File: src/rtl/sum_block_if.sv
// sum_block_if: valid/ready bus for the block accumulator.
// The input side carries adder sums (in_valid, in_ready, in_sum).
// The output side carries the block total (out_valid, out_ready, out_total, out_overflow).
// Modport slave is the accumulator; modport master is the producer/consumer driving it.
interface sum_block_if #(
    parameter int DATA_W = 32,
    parameter int GUARD  = 8
);
    logic                    in_valid;
    logic                    in_ready;
    logic [DATA_W-1:0]       in_sum;
    logic                    out_valid;
    logic                    out_ready;
    logic [DATA_W+GUARD-1:0] out_total;
    logic                    out_overflow;

    modport slave (
        input  in_valid, in_sum, out_ready,
        output in_ready, out_valid, out_total, out_overflow
    );

    modport master (
        output in_valid, in_sum, out_ready,
        input  in_ready, out_valid, out_total, out_overflow
    );
endinterface

File: src/rtl/sum_block_accumulator.sv
// sum_block_accumulator: sums blocks of COUNT adder results into a widened total with a sticky overflow flag.
// Ports:
//   clk   - rising-edge clock
//   rst   - asynchronous active-high reset
//   clear - synchronous abort of the current block; it also drops out_valid
//   bus   - slave side of sum_block_if (input beats in, block total out)
module sum_block_accumulator #(
    parameter int DATA_W = 32,
    parameter int COUNT  = 4,
    parameter int GUARD  = 8
) (
    input logic        clk,
    input logic        rst,
    input logic        clear,
    sum_block_if.slave bus
);
    localparam int TW = DATA_W + GUARD;
    localparam int CW = COUNT > 1 ? $clog2(COUNT) : 1;

    typedef enum logic {ACC, HOLD} state_t;

    state_t        state;
    logic [TW-1:0] acc;
    logic [CW-1:0] cnt;
    logic          ovf;
    logic [TW:0]   sum;
    logic          last;

    // The extra top bit of sum is the carry out of the modular add.
    assign sum  = {1'b0, acc} + {{(GUARD + 1){1'b0}}, bus.in_sum};
    assign last = cnt == CW'(COUNT - 1);
    assign bus.in_ready = !rst && state == ACC && !clear;

    always_ff @(posedge clk or posedge rst) begin
        if (rst) begin
            state            <= ACC;
            acc              <= '0;
            cnt              <= '0;
            ovf              <= 1'b0;
            bus.out_valid    <= 1'b0;
            bus.out_total    <= '0;
            bus.out_overflow <= 1'b0;
        end else if (clear) begin
            state         <= ACC;
            acc           <= '0;
            cnt           <= '0;
            ovf           <= 1'b0;
            bus.out_valid <= 1'b0;
        end else if (state == ACC) begin
            // In ACC without clear, in_ready is high, so in_valid alone is an accepted beat.
            if (bus.in_valid) begin
                if (last) begin
                    bus.out_total    <= sum[TW-1:0];
                    bus.out_overflow <= ovf | sum[TW];
                    bus.out_valid    <= 1'b1;
                    state            <= HOLD;
                end
                acc <= sum[TW-1:0];
                ovf <= ovf | sum[TW];
                cnt <= last ? '0 : cnt + 1'b1;
            end
        end else if (bus.out_ready) begin
            state         <= ACC;
            acc           <= '0;
            cnt           <= '0;
            ovf           <= 1'b0;
            bus.out_valid <= 1'b0;
        end
    end
endmodule

File: src/flat_wrapper.sv
// flat-port wrapper written by rule: the top's interface ports become plain ports
module sum_block_accumulator_flat 
#(
    parameter int DATA_W = 32,
    parameter int COUNT  = 4,
    parameter int GUARD  = 8
)
  (clk, rst, clear, bus_in_valid, bus_in_sum, bus_out_ready, bus_in_ready, bus_out_valid, bus_out_total, bus_out_overflow);
  sum_block_if #(.DATA_W(DATA_W), .GUARD(GUARD)) bus_i ();
  input logic clk;
  input logic rst;
  input logic clear;
  input wire logic [$bits(bus_i.in_valid)-1:0] bus_in_valid;
  input wire logic [$bits(bus_i.in_sum)-1:0] bus_in_sum;
  input wire logic [$bits(bus_i.out_ready)-1:0] bus_out_ready;
  output wire logic [$bits(bus_i.in_ready)-1:0] bus_in_ready;
  output wire logic [$bits(bus_i.out_valid)-1:0] bus_out_valid;
  output wire logic [$bits(bus_i.out_total)-1:0] bus_out_total;
  output wire logic [$bits(bus_i.out_overflow)-1:0] bus_out_overflow;
  assign bus_i.in_valid = bus_in_valid;
  assign bus_i.in_sum = bus_in_sum;
  assign bus_i.out_ready = bus_out_ready;
  assign bus_in_ready = bus_i.in_ready;
  assign bus_out_valid = bus_i.out_valid;
  assign bus_out_total = bus_i.out_total;
  assign bus_out_overflow = bus_i.out_overflow;
  sum_block_accumulator #(.DATA_W(DATA_W), .COUNT(COUNT), .GUARD(GUARD)) u_core (.clk(clk), .rst(rst), .clear(clear), .bus(bus_i));
endmodule
File: config.mk
export PLATFORM = sky130hd
export DESIGN_NAME = sum_block_accumulator_flat
export DESIGN_NICKNAME = d
export VERILOG_FILES = /design/src/rtl/sum_block_if.sv /design/src/rtl/sum_block_accumulator.sv /design/src/flat_wrapper.sv
export SDC_FILE = /design/constraint.sdc
export NUM_CORES = 1
export LEC_CHECK = 0
export BUFFER_PORTS_ARGS = -buffer_cell sky130_fd_sc_hd__buf_4
export CAP_MARGIN = 20
export CORE_ASPECT_RATIO = 1.2
export CORE_MARGIN = 3
export CORE_UTILIZATION = 48
export CTS_CLUSTER_DIAMETER = 50
export DETAILED_ROUTE_END_ITERATION = 7
export GPL_ROUTABILITY_DRIVEN = 0
export PLACE_DENSITY = 0.69
export SLEW_MARGIN = 20
export SYNTH_ARGS = -nofsm -noshare
export SYNTH_HDL_FRONTEND = slang
export SYNTH_SLANG_ARGS = --single-unit
File: constraint.sdc
create_clock -name clk -period 5.6 [get_ports clk]
set_input_delay 0.56 -clock clk [delete_from_list [all_inputs] [get_ports clk]]
set_output_delay 0.56 -clock clk [all_outputs]
set_load 0.01 [all_outputs]
==> impl_metrics.tcl <==
set metrics [dict create \
    relSlewSlack_pct 47.2 \
    clkTransAtPathRegs_ns 0.07 \
    final_hold_viol_count 0 \
    htreeDepth 3 \
    synth_cells 581 \
    synth_cell_types 69 \
    peakVddDrop_v 0.000190 \
    antenna_found_initial 0 \
    num-fill-cells 948 \
    drt_wl_total_um 12500 \
    final_area_mm2 0.00620 \
    syn_to_final_growth_pct 17.4 \
    ctsHoldBuffers 0 \
    synth.yosys.seq_area_share_pct 40.8 \
    clockBufferDepth 2 \
    tightestPinTransition_ns 0.791 \
    ant_nets 0 \
    worstPathCellList "ha_1 -> a211o_1 -> a2111oi_4 -> o311ai_1 -> o21a_2 -> a41o_4 -> a31oi_4 -> nor2b_1 -> o41ai_2" \
    initial_core_util_pct 49.7 \
    fin_util_pct 58.4 \
    arrival_ns 3.31 \
    ys_warn_count 0 \
    post-route-drc-count 0 \
    endpoint_kind "flop" \
    cts_tree "built" \
    power.leakage_nw 2.88 \
    grt_pass1_wl_um 21100 \
    diodes 0 \
    place_area_mm2 0.00592 \
    rows 41 \
    cp_slowest_cell "a31oi_4" \
    crit_required_ns 5.84 \
    min_period_ns 3.07 \
    regArea_mm2 0.00215 \
    fmax_ghz 0.326 \
    skew_ns 0.00983 \
    synth_edf_count 0 \
    grt_max_degree 87 \
    dieHeight_um 121 \
    path_max_fanout 16 \
    core_mm2 0.0106 \
    port_buffers 79 \
    synth-main-ff-cell "dfrtp_1" \
    grt-busiest-layer "met2" \
    met2_usage_pct 35.6 \
    grt_remaining_overflow 0 \
    setup_viol 0 \
    cap_violations 0 \
    path_buf_inv 0 \
    rsz0062_at_grt "no" \
    cts_root_buf "clkbuf_16" \
    startpoint_type "flop" \
    final_max_slew_viol_count 0 \
    total_power_w 0.00224 \
    post-route-period-util_pct 54.8 \
    met3_usage_pct 3.51 \
    worstSetupPathType "reg -> reg" \
    syn_area_mm2 0.00528 \
    track_usage_pct 21.5 \
    power_density_mw_per_mm2 362 \
    critPathTopFamily "compound AO/OA/AOI/OAI gates" \
    ys_ff_latch 86 \
    post_cts_buffers 0 \
    clock-sinks 86 \
    vias 4432 \
    dr.pass1.iters 4 \
    fin_nets 718 \
    die-area_mm2 0.0123 \
    async_flop_share_pct 100 \
    numCtsBuffers 9 \
    io_pins 80 \
    drive_gt1_share_pct 18.4 \
    clk-insertion-delay-late_ns 0.35 \
    globalRouteMet1Util_pct 27.9 \
    drt-initial-drc-count 212 \
    multi_input_area_mm2 0.00296 \
    dp_hpwl_um 9040 \
    wire_per_inst_um 16.0 \
    ctsResizeCount 0 \
    fin_tns_setup_ns 0 \
    syn_avg_cell_area_um2 9.09 \
    outcome "finished clean" \
    synth.net_count 652 \
    die_x_um 102 \
    grt_pass1_vias 4389 \
    max_stage_delay_ns 0.40 \
    hold_path_class "in -> reg" \
    via_per_inst 5.68 \
]
[worst paths after layout]
check,start,to,slack (ns),cells past startpoint
hold / removal,clear,u_core.bus.out_valid$_DFFE_PP0P_,0.40,2
setup reg to reg,u_core.acc[9]$_DFFE_PP0P_,u_core.bus.out_total[34]$_DFFE_PP0P_,2.53,9
min in group asynchronous,rst,u_core.bus.out_total[33]$_DFFE_PP0P_,0.43,3
setup / recovery,u_core.acc[9]$_DFFE_PP0P_,u_core.bus.out_total[34]$_DFFE_PP0P_,2.53,9
max in group asynchronous,rst,u_core.bus.out_total[22]$_DFFE_PP0P_,4.62,3
hold reg to reg,u_core.bus.out_total[18]$_DFFE_PP0P_,u_core.bus.out_total[18]$_DFFE_PP0P_,0.48,2
[cells in the final DEF (no fill, tap or decap), types with 3 or more instances in the layout]
cell type	instances
a21boi_0	4
a21o_1	15
a21oi_1	33
a22o_1	4
a22oi_1	3
a31oi_1	4
and2_1	3
and3_1	5
and4_1	4
buf_4	82
clkbuf_16	9
dfrtp_1	86
ha_1	33
inv_1	4
mux2_2	4
nand2_1	101
nand2b_1	5
nand3_1	10
nand4_1	5
nor2_1	20
nor2b_1	6
nor3_1	6
o211ai_1	6
o21a_1	5
o21ai_0	88
o21ai_1	4
o21bai_1	5
o31ai_1	5
or3_1	7
or4_1	3
xnor2_1	18
xor2_1	15
[final cells by class]
cell class,instances,area share (%)
tap,129,2.60
sequential,86,34.7
inverter,5,0.323
timing repair buffer,83,10.1
clock buffer,11,3.92
multi-input combinational,462,47.8
clock inverter,4,0.525
[metal layers]
| layer | routed length (µm) | vias to the layer above |
|---|---|---|
| li1 | - | 2238 |
| met1 | 5570 | 2074 |
| met2 | 6150 | 107 |
| met3 | 534 | 13 |
| met4 | 226 | 0 |
| met5 | 0 | - |
[worst register-to-register path: cells and delay by family, from the launching register on]
kind	cells	cell delay [ns]
AOI/OAI and AO/OA	7	2.11
DFF	1	0.38
adders and majority gates	1	0.37
and+or+nand+nor	1	0.11
[through the flow]
step	setup WS (ns)	instances	hold WS (ns)
final	2.53	780	0.400
after global routing	2.34	780	0.409
after CTS	2.55	780	0.387
after detailed placement	2.24	765	0.472
after global placement	2.35	765	0.462
after floorplan	2.75	581	0.449
[sequential cells by signal (all words and copies together), names as in the netlist]
| name | flops |
|---|---|
| u_core.bus.out_total | 40 |
| u_core.bus.out_overflow | 1 |
| u_core.state | 1 |
| u_core.ovf | 1 |
| u_core.bus.out_valid | 1 |
| u_core.cnt | 2 |
| u_core.acc | 40 |
[cells by family after synthesis]
family	synth area share, %
fa+ha+maj	8.20
flops	40.8
mux	1.04
buf+inv	3.22
xor+xnor	5.47
simple gates	16.6
compound gates	24.7
[power breakdown]
group | internal (W) | total, W | switching [W]
Sequential | 0.000758 | 0.000837 | 0.0000787
Combinational | 0.000381 | 0.000844 | 0.000463
Clock | 0.000313 | 0.000561 | 0.000248
Total | 0.00145 | 0.00224 | 0.000790
[synth_stat cells (2+ instances only)]
master,instances,area share [%]
a211o_1,2,0.33
a211oi_1,2,0.28
a21boi_0,4,0.57
a21o_1,15,2.1
a21oi_1,33,3.1
a221o_1,2,0.38
a22o_1,4,0.66
a22oi_1,3,0.43
a2bb2oi_1,2,0.33
a311oi_1,2,0.33
a31oi_1,4,0.47
and2_1,3,0.36
and2_2,2,0.28
and3_1,5,0.59
and4_1,4,0.66
buf_2,3,0.28
clkbuf_1,17,1.2
clkbuf_2,2,0.19
clkbuf_8,2,0.52
dfrtp_1,86,41
ha_1,33,7.8
inv_1,5,0.36
mux2_2,4,0.85
nand2_1,102,7.3
nand2b_1,5,0.59
nand3_1,10,0.95
nand4_1,5,0.59
nor2_1,20,1.4
nor2b_1,7,0.83
nor3_1,6,0.57
nor4_1,2,0.24
o211ai_1,6,0.85
o21a_1,5,0.71
o21ai_0,88,8.3
o21ai_1,4,0.38
o21bai_1,5,0.71
o31a_1,2,0.33
o31ai_1,5,0.71
or3_1,7,0.83
or4_1,3,0.43
xnor2_1,18,3.0
xor2_1,15,2.5
(Power assumes the default switching activity.)
